## src/rtl/common.sv

```systemverilog
// Shared types and helpers for channel-scan sequencing.
// next_enabled_ch is a circular priority search usable by any scanner.
package common;

   typedef enum logic {SEQ_IDLE, SEQ_SCAN} seq_state_t;

   localparam int MAX_CH = 64;

   // Returns {found, index}; search starts at `start` inclusive.
   function automatic logic [6:0] next_enabled_ch(
      input logic [MAX_CH-1:0] mask,
      input logic [5:0]        start,
      input logic              dir,
      input int                n
   );
      logic       found;
      logic [5:0] idx;
      int         c;
      found = 1'b0;
      idx   = start;
      for (int i = 0; i < MAX_CH; i++) begin
         c = dir ? int'(start) - i : int'(start) + i;
         if (c < 0)
            c = c + n;
         else if (c >= n)
            c = c - n;
         if (i < n && !found && mask[c[5:0]]) begin
            found = 1'b1;
            idx   = c[5:0];
         end
      end
      return {found, idx};
   endfunction

endpackage

```

## src/rtl/chan_scan_seq_if.sv

```systemverilog
// Control and status bundle between a scan controller and chan_scan_seq.
// master drives enables/mask/dwell; slave returns the select stream.
interface chan_scan_seq_if #(
   parameter int NUM_CH  = 4,
   parameter int DWELL_W = 8
);
   localparam int SEL_W = $clog2(NUM_CH);

   logic               en;
   logic               sync_clr;
   logic [NUM_CH-1:0]  mask;
   logic [DWELL_W-1:0] dwell;
   logic               dir;
   logic               hold;
   logic [SEL_W-1:0]   select;
   logic               select_valid;
   logic               wrap;

   modport master (
      output en, sync_clr, mask, dwell, dir, hold,
      input  select, select_valid, wrap
   );

   modport slave (
      input  en, sync_clr, mask, dwell, dir, hold,
      output select, select_valid, wrap
   );

endinterface

```

## src/rtl/chan_next_finder.sv

```systemverilog
// Combinational next-enabled-channel search in either direction.
// incl=1 searches from cur inclusive; incl=0 starts one step past cur.
module chan_next_finder
   import common::*;
#(
   parameter  int NUM_CH = 4,
   localparam int SEL_W  = $clog2(NUM_CH)
) (
   input  logic [NUM_CH-1:0] mask,
   input  logic [SEL_W-1:0]  cur,
   input  logic              dir,
   input  logic              incl,
   output logic [SEL_W-1:0]  nxt,
   output logic              found,
   output logic              wrap
);

   logic [5:0] cur6;
   logic [5:0] start;
   logic [6:0] res;

   always_comb begin
      cur6 = 6'(cur);
      if (incl)
         start = cur6;
      else if (dir)
         start = (cur6 == 6'd0) ? 6'(NUM_CH - 1) : cur6 - 6'd1;
      else
         start = (cur6 == 6'(NUM_CH - 1)) ? 6'd0 : cur6 + 6'd1;
      res   = next_enabled_ch(64'(mask), start, dir, NUM_CH);
      found = res[6];
      nxt   = SEL_W'(res[5:0]);
      // A lone enabled channel re-selects itself and so counts as a wrap.
      wrap  = dir ? (nxt >= cur) : (nxt <= cur);
   end

endmodule

```

## src/rtl/chan_scan_seq.sv

```systemverilog
// Channel-select sequencer: steps select over enabled channels,
// dwelling dwell+1 cycles on each, with hold, direction and wrap pulse.
module chan_scan_seq
   import common::*;
#(
   parameter  int NUM_CH  = 4,
   parameter  int DWELL_W = 8,
   localparam int SEL_W   = $clog2(NUM_CH)
) (
   input  logic             clk,
   input  logic             rstN,
   chan_scan_seq_if.slave   bus
);

   seq_state_t         state_q, state_d;
   logic [SEL_W-1:0]   sel_q, sel_d;
   logic               valid_q, valid_d;
   logic               wrap_q, wrap_d;
   logic [DWELL_W-1:0] cnt_q, cnt_d;
   logic [DWELL_W-1:0] dwl_q, dwl_d;

   logic [SEL_W-1:0]   first_start;
   logic [SEL_W-1:0]   first_sel;
   logic               first_found;
   logic               first_wrap_unused;
   logic [SEL_W-1:0]   adv_sel;
   logic               adv_found;
   logic               adv_wrap;
   logic               adv;

   assign first_start = bus.dir ? SEL_W'(NUM_CH - 1) : '0;

   chan_next_finder #(.NUM_CH(NUM_CH)) u_first (
      .mask  (bus.mask),
      .cur   (first_start),
      .dir   (bus.dir),
      .incl  (1'b1),
      .nxt   (first_sel),
      .found (first_found),
      .wrap  (first_wrap_unused)
   );

   chan_next_finder #(.NUM_CH(NUM_CH)) u_adv (
      .mask  (bus.mask),
      .cur   (sel_q),
      .dir   (bus.dir),
      .incl  (1'b0),
      .nxt   (adv_sel),
      .found (adv_found),
      .wrap  (adv_wrap)
   );

   always_comb begin
      state_d = state_q;
      sel_d   = sel_q;
      valid_d = valid_q;
      wrap_d  = 1'b0;
      cnt_d   = cnt_q;
      dwl_d   = dwl_q;
      adv     = 1'b0;
      if (bus.sync_clr) begin
         state_d = SEQ_IDLE;
         sel_d   = '0;
         valid_d = 1'b0;
         cnt_d   = '0;
         dwl_d   = '0;
      end else begin
         unique case (state_q)
            SEQ_IDLE: begin
               valid_d = 1'b0;
               if (bus.en && first_found) begin
                  state_d = SEQ_SCAN;
                  sel_d   = first_sel;
                  valid_d = 1'b1;
                  cnt_d   = '0;
                  dwl_d   = bus.dwell;
               end
            end
            SEQ_SCAN: begin
               // adv_found is low exactly when the mask is empty.
               if (!bus.en || !adv_found) begin
                  state_d = SEQ_IDLE;
                  valid_d = 1'b0;
               end else if (!bus.mask[sel_q]) begin
                  adv = 1'b1;
               end else if (bus.hold) begin
                  cnt_d = cnt_q;
               end else if (cnt_q == dwl_q) begin
                  adv = 1'b1;
               end else begin
                  cnt_d = cnt_q + DWELL_W'(1);
               end
               if (adv) begin
                  sel_d   = adv_sel;
                  valid_d = 1'b1;
                  cnt_d   = '0;
                  dwl_d   = bus.dwell;
                  wrap_d  = adv_wrap;
               end
            end
            default: state_d = SEQ_IDLE;
         endcase
      end
   end

   always_ff @(posedge clk or negedge rstN) begin
      if (!rstN) begin
         state_q <= SEQ_IDLE;
         sel_q   <= '0;
         valid_q <= 1'b0;
         wrap_q  <= 1'b0;
         cnt_q   <= '0;
         dwl_q   <= '0;
      end else begin
         state_q <= state_d;
         sel_q   <= sel_d;
         valid_q <= valid_d;
         wrap_q  <= wrap_d;
         cnt_q   <= cnt_d;
         dwl_q   <= dwl_d;
      end
   end

   assign bus.select       = sel_q;
   assign bus.select_valid = valid_q;
   assign bus.wrap         = wrap_q;

endmodule

```

## src/flat_wrapper.sv

```systemverilog
// flat-port wrapper written by rule: the top's interface ports become plain ports
module chan_scan_seq_flat import common::*;
#(
   parameter  int NUM_CH  = 4,
   parameter  int DWELL_W = 8,
   localparam int SEL_W   = $clog2(NUM_CH)
)
  (clk, rstN, bus_en, bus_sync_clr, bus_mask, bus_dwell, bus_dir, bus_hold, bus_select, bus_select_valid, bus_wrap);
  chan_scan_seq_if #(.NUM_CH(NUM_CH), .DWELL_W(DWELL_W)) bus_i ();
  input  logic clk;
  input  logic rstN;
  input wire logic [$bits(bus_i.en)-1:0] bus_en;
  input wire logic [$bits(bus_i.sync_clr)-1:0] bus_sync_clr;
  input wire logic [$bits(bus_i.mask)-1:0] bus_mask;
  input wire logic [$bits(bus_i.dwell)-1:0] bus_dwell;
  input wire logic [$bits(bus_i.dir)-1:0] bus_dir;
  input wire logic [$bits(bus_i.hold)-1:0] bus_hold;
  output wire logic [$bits(bus_i.select)-1:0] bus_select;
  output wire logic [$bits(bus_i.select_valid)-1:0] bus_select_valid;
  output wire logic [$bits(bus_i.wrap)-1:0] bus_wrap;
  assign bus_i.en = bus_en;
  assign bus_i.sync_clr = bus_sync_clr;
  assign bus_i.mask = bus_mask;
  assign bus_i.dwell = bus_dwell;
  assign bus_i.dir = bus_dir;
  assign bus_i.hold = bus_hold;
  assign bus_select = bus_i.select;
  assign bus_select_valid = bus_i.select_valid;
  assign bus_wrap = bus_i.wrap;
  chan_scan_seq #(.NUM_CH(NUM_CH), .DWELL_W(DWELL_W)) u_core (.clk(clk), .rstN(rstN), .bus(bus_i));
endmodule
```

## config.mk

```make
export PLATFORM = sky130hd
export DESIGN_NAME = chan_scan_seq_flat
export DESIGN_NICKNAME = d
export VERILOG_FILES = /design/src/rtl/common.sv /design/src/rtl/chan_scan_seq_if.sv /design/src/rtl/chan_next_finder.sv /design/src/rtl/chan_scan_seq.sv /design/src/flat_wrapper.sv
export SDC_FILE = /design/constraint.sdc
export NUM_CORES = 1
export LEC_CHECK = 0
export CAP_MARGIN = 20
export CORE_UTILIZATION = 45
export CTS_CLUSTER_SIZE = 10
export DETAILED_ROUTE_END_ITERATION = 10
export GPL_TIMING_DRIVEN = 1
export PLACE_DENSITY = 0.65
export SYNTH_ARGS = -nofsm -noshare
export SYNTH_HDL_FRONTEND = slang
export SYNTH_SLANG_ARGS = --single-unit
```

## constraint.sdc

```tcl
create_clock -name clk -period 6.3 [get_ports clk]
set_input_delay 1.26 -clock clk [delete_from_list [all_inputs] [get_ports clk]]
set_output_delay 1.26 -clock clk [all_outputs]
set_load 0.02 [all_outputs]
```

==> impl_metrics.json, run 1 <==
{
  "grt_max_degree": 22,
  "max-cap-violations": 0,
  "cp-end-kind": "flop",
  "tightest_slew_ns": 0.593,
  "synth_area_leaders": "dfrtp_1 (24%), ha_1 (14%), nand2_1 (4.4%), xnor2_1 (4.3%), a22o_1 (3.5%)",
  "syn-num-nets": 301,
  "drt-pass1-iter-count": 4,
  "netlist-cell-type-count": 64,
  "cp-endpoint": "u_core.bus.wrap",
  "swShare": 0.429,
  "period_share": 0.852,
  "routabilityCongestion": 0.885,
  "post_cts_resized": 0,
  "drtIter0Drc": 175,
  "rows": 25,
  "gr-total-overflow": 0,
  "clkTransAtPathRegs_ns": 0.07,
  "worstPathRequired_ns": 6.43,
  "clock_skew_ns": 0.00145,
  "worstHoldStart": "u_core.bus.select_valid",
  "core_um2": 4750,
  "total_power_mw": 0.591,
  "internal_power_mw": 0.338,
  "cp_max_fo": 16,
  "ys_warn_count": 0,
  "fin_crit_ns": 5.37,
  "syn_area_um2": 2230,
  "dp_slack_ns": 0.727,
  "r2r-end": "u_core.bus.wrap",
  "utilization": 0.537,
  "ys.flop_type": "dfrtp_1",
  "fmax_mhz": 186,
  "setup_tns_ns": 0,
  "yosys.area.top_type": "dfrtp_1",
  "rsz0062_at_grt": "no",
  "timing.rr.start": "u_core.bus.select[1]",
  "r2r_cells": 22,
  "synth_seq_cells": 21,
  "grt_pass1_wl_um": 8830,
  "grt_pass1_vias": 1752,
  "synth-edff-count": 0,
  "path_class": "input pin to flop",
  "seqCellArea_um2": 526,
  "placed_cells": 338,
  "clockBufferDepth": 2,
  "vdd.ir_drop.worst_uv": 110,
  "pwr-share-seq": 0.265,
  "worst_hold_slack_ns": 0.519,
  "yosysTopAreaCellShare": 0.235,
  "drcViolationCount": 0,
  "ctsHoldBuffers": 0,
  "stdcell_count": 343,
  "seq_area_frac_synth": 0.235,
  "fin_ws_ns": 0.931,
  "synthArstFlopShare": 1.00,
  "ant_nets": 0,
  "hp-class": "flop to flop",
  "setup_violations": 0,
  "drive_gt1_frac": 0.0833,
  "start_util": 0.469,
  "syn_inst": 258,
  "clock_latency_ns": 0.26,
  "placed_cell_area_um2": 2490,
  "r2r_setup_slack_ns": 1.25,
  "arrival_ns": 5.50,
  "insertedDiodeCount": 0,
  "antenna_found_initial": 0,
  "port_buffers": 21,
  "cts_sinks": 21,
  "final_nets": 320,
  "fill_cells": 445,
  "multi_input_area_um2": 1570,
  "combPwrFrac": 0.585,
  "critPathLaunch": "bus_dir",
  "final_cell_area_um2": 2550,
  "relSlewSlack": 0.600,
  "post-cts-setup-buffers": 0,
  "wl_per_cell_um": 15.0,
  "outcome": "finished, final reports clean",
  "groute.usage.overall": 0.217,
  "hold_viol": 0,
  "power_switching_mw": 0.253,
  "power_density_nw_per_um2": 232,
  "vias_per_cell": 5.57,
  "pwr-share-clk": 0.150,
  "numCtsBuffers": 3,
  "start_kind": "input pin",
  "chipWidth_um": 72.4,
  "drt_wl_total_um": 5130,
  "leakagePower_nw": 1.07,
  "synth.avg_cell_area_um2": 8.65,
  "cts_tree": "done",
  "drv_slew": 0,
  "syn_to_final_growth_pct": 14.3,
  "cts-root-buf": "clkbuf_8",
  "die_h_um": 72.4,
  "h-tree-depth": 1,
  "ios": 22,
  "dp_hpwl_um": 3920,
  "dr_total_vias": 1909,
  "dieArea_um2": 5250
}
[power by group through the flow]
stage                     Combinational [mW]  Sequential [mW]  Clock (mW)
final                                  0.346            0.156      0.0887
after global routing                   0.390            0.158      0.0973
after CTS                              0.344            0.156      0.0911
after detailed placement               0.341            0.159           0
after global placement                 0.342            0.159           0
after floorplan                        0.263            0.156           0
[state kept, by name, summed over array words and instances, names as in the netlist]
signal                   flops
u_core.cnt_q                 8
u_core.dwl_q                 8
u_core.bus.select            2
u_core.bus.select_valid      1
u_core.bus.wrap              1
u_core.state_q               1
[area by class of cell]
class                      instances  share of cell area
multi-input combinational        206               0.615
sequential                        21               0.206
timing repair buffer              26               0.100
tap                               67              0.0329
inverter                          19              0.0280
clock buffer                       4              0.0177
[critical path, cell delays in order]
cell and delay (ns):
clkdlybuf4s50_1 0.55, buf_4 0.24, nor2b_1 0.09, nor2_1 0.29, nand2_1 0.18, ha_1 0.33, mux2i_1 0.21, inv_1 0.08
ha_1 0.19, nand2_1 0.06, a21oi_1 0.06, a311oi_1 0.28, nand4bb_1 0.35, nand4_1 0.12, mux2_2 0.29, and3_1 0.15
ha_1 0.28, a21oi_1 0.16, xnor2_1 0.08, a21oi_1 0.18, nor3_1 0.07
[routing by layer]
layer | vias to the layer above | GRT usage | part of all wire
met5 | - | 0 | 0
met1 | 879 | 0.337 | 0.51
li1 | 976 | - | -
met4 | 0 | 0.0327 | 0.0060
met2 | 50 | 0.319 | 0.44
met3 | 4 | 0.0361 | 0.051
[Yosys cell counts (5+ instances only)]
master	n
nand2_1	26
ha_1	25
dfrtp_1	21
inv_1	19
o21ai_0	14
a21oi_1	13
nand3_1	11
xnor2_1	11
a22o_1	9
nor2_1	9
nor3_1	7
and2_1	6
clkbuf_1	5
nand2b_1	5
[cells by family after synthesis]
family	share of synthesized area
AOI/OAI and AO/OA	0.246
xor gates and xnor gates	0.0583
adders and majority gates	0.140
buffers and inverters	0.0611
DFF	0.235
muxes	0.0493
and+or+nand+nor	0.210
[cells in the final DEF (no fill, tap or decap), drive strengths merged, types with 3 or more instances in the layout]
cell,count
o31ai,4
nand4,4
a21oi,15
nor3,7
or3,4
inv,19
mux4,3
ha,25
nand3,12
xnor2,11
clkbuf,4
nor2,9
xor2,3
nand2b,5
o211ai,3
and2,7
clkdlybuf4s50,21
nor2b,3
nand2,27
buf,5
dfrtp,21
a22o,9
a21boi,3
o21ai,15
[worst min-delay path by stage]
stage	endpoint	slack [ns]	cells past startpoint
2_1_floorplan	u_core.dwl_q[4]	0.49	1
3_3_place_gp	u_core.bus.select_valid	0.50	1
3_5_place_dp	u_core.bus.select_valid	0.50	1
4_1_cts	u_core.bus.select_valid	0.53	1
5_1_grt	u_core.bus.select_valid	0.55	1
6_report	u_core.bus.select_valid	0.52	1
Power figures use the tool's default switching activity.
==> run 2, diff against run 1 <==
CORE_MARGIN = 2   (was unset)
SLEW_MARGIN = 0   (was unset)
==> impl_metrics.json, run 2 (synthesized netlist as in run 1, its figures left out) <==
{
  "outcome": "finished, final reports clean",
  "rsz0062_at_grt": "no",
  "cts_tree": "done",
  "path_buf_inv": 3,
  "worstHoldStart": "u_core.bus.select_valid",
  "groute.usage.overall": 0.203,
  "path_delay_family": "simple AND/OR/NAND/NOR gates",
  "post-cts-setup-buffers": 0,
  "antenna_found_initial": 0,
  "final_cell_mix": "nand2_1 (26), ha_1 (25), clkdlybuf4s50_1 (21), dfrtp_1 (21), inv_1 (19)",
  "grt_pass1_wl_um": 8720,
  "cts_sinks": 21,
  "start_util": 0.469,
  "multi_input_area_um2": 1570,
  "port_buffers": 21,
  "vias_per_cell": 5.75,
  "drtIter0Drc": 247,
  "tightest_slew_ns": 0.922,
  "clockBufferDepth": 2,
  "arrival_ns": 5.80,
  "drcViolationCount": 0,
  "final_nets": 319,
  "timing.rr.start": "u_core.bus.select[1]",
  "drive_gt1_frac": 0.0800,
  "hp-class": "flop to flop",
  "vdd.ir_drop.worst_uv": 90.1,
  "pwr-share-clk": 0.147,
  "core_um2": 4750,
  "ctsHoldBuffers": 0,
  "numCtsBuffers": 3,
  "period_share": 0.894,
  "seqCellArea_um2": 526,
  "max_stage_delay_ns": 0.68,
  "clock_skew_ns": 0.00434,
  "fill_cells": 452,
  "leakagePower_nw": 1.06,
  "power_switching_mw": 0.251,
  "drt-pass1-iter-count": 5,
  "rows": 25,
  "crit_slowest_cell": "clkdlybuf4s50_1",
  "setup_tns_ns": 0,
  "h-tree-depth": 1,
  "cp-end-kind": "flop",
  "combPwrFrac": 0.593,
  "ios": 22,
  "total_power_mw": 0.590,
  "insertedDiodeCount": 0,
  "crit_chain": "clkdlybuf4s50_1 > buf_4 > nor2b_1 > nor2_1 > nand2_1 > ha_1 > mux2i_1 > inv_1 > ha_1 > nand2_1 > a21oi_1 > a311oi_1 > nand4bb_1 > nand4_1 > mux2_2 > and3_1 > ha_1 > a21oi_1 > xnor2_1 > a21oi_1 > nor3_1",
  "utilization": 0.533,
  "max-cap-violations": 0,
  "pwr-share-seq": 0.259,
  "ant_nets": 0,
  "cts-root-buf": "clkbuf_8",
  "start_kind": "input pin",
  "hold_viol": 0,
  "dr_total_vias": 1967,
  "routabilityCongestion": 0.905,
  "gr-total-overflow": 0,
  "worstPathRequired_ns": 6.47,
  "die_h_um": 74.4,
  "fin_crit_ns": 5.64,
  "fmax_mhz": 177,
  "dieArea_um2": 5540,
  "syn_to_final_growth_pct": 13.6,
  "critPathLaunch": "bus_dir",
  "grt_pass1_vias": 1811,
  "wl_per_cell_um": 14.9,
  "clock_latency_ns": 0.26,
  "dp_hpwl_um": 3950,
  "swShare": 0.427,
  "post_cts_resized": 0,
  "drv_slew": 0,
  "clkTransAtPathRegs_ns": 0.07,
  "drt_wl_total_um": 5080,
  "path_class": "input pin to flop",
  "relSlewSlack": 0.383,
  "cp_max_fo": 18,
  "chipWidth_um": 74.4,
  "internal_power_mw": 0.338,
  "grt_max_degree": 22,
  "power_density_nw_per_um2": 232,
  "layout_commonest_cell": "nand2_1",
  "setup_violations": 0
}
run 2: changes by cell type in the layout (fill, tap and decap cells not counted), sizes merged:
| cell | previous run | this run |
|---|---|---|
| buf | 5 | 4 |
run 2: metrics by stage:
| stage | instances | setup WS [ns] | cell area (µm²) | hold WS (ns) |
|---|---|---|---|---|
| 4_1_cts | 342 | 0.721 | 2540 | 0.532 |
| 6_report | 342 | 0.665 | 2540 | 0.520 |
| 3_5_place_dp | 338 | 0.477 | 2490 | 0.500 |
| 5_1_grt | 342 | 0.287 | 2540 | 0.542 |
| 2_1_floorplan | 258 | 1.36 | 2230 | 0.494 |
| 3_3_place_gp | 338 | 0.553 | 2490 | 0.503 |
run 2: worst paths after layout:
check                           depth (start not counted)  slack, ns                      end
worst max-delay path                                   21       0.66          u_core.bus.wrap
worst min-delay path                                    1       0.52  u_core.bus.select_valid
worst max register to register                         22       1.02          u_core.bus.wrap
min in group asynchronous                               1       1.51          u_core.dwl_q[7]
worst min register to register                          1       0.52  u_core.bus.select_valid
max in group asynchronous                               1       4.22          u_core.cnt_q[1]
run 2: routing by layer:
layer / track usage / vias to the layer above / share of wire / routed length, µm
met5: 0 / - / 0 / 0
met4: 0.0417 / 0 / 0.012 / 61
met3: 0.0325 / 11 / 0.048 / 244
met2: 0.295 / 60 / 0.43 / 2200
met1: 0.318 / 918 / 0.51 / 2580
li1: - / 978 / - / -
run 2: area by class of cell:
class,count,area share
Multi-Input combinational cell,206,0.619
Sequential cell,21,0.207
Timing Repair Buffer,25,0.0947
Tap cell,67,0.0331
Inverter,19,0.0281
Clock buffer,4,0.0178
run 2: power groups by stage:
stage	sequential [mW]	clock, mW	combinational (mW)
after floorplan	0.156	0	0.263
after global placement	0.155	0	0.345
after detailed placement	0.156	0	0.346
after CTS	0.153	0.0902	0.348
after global routing	0.154	0.0957	0.391
final	0.153	0.0868	0.350
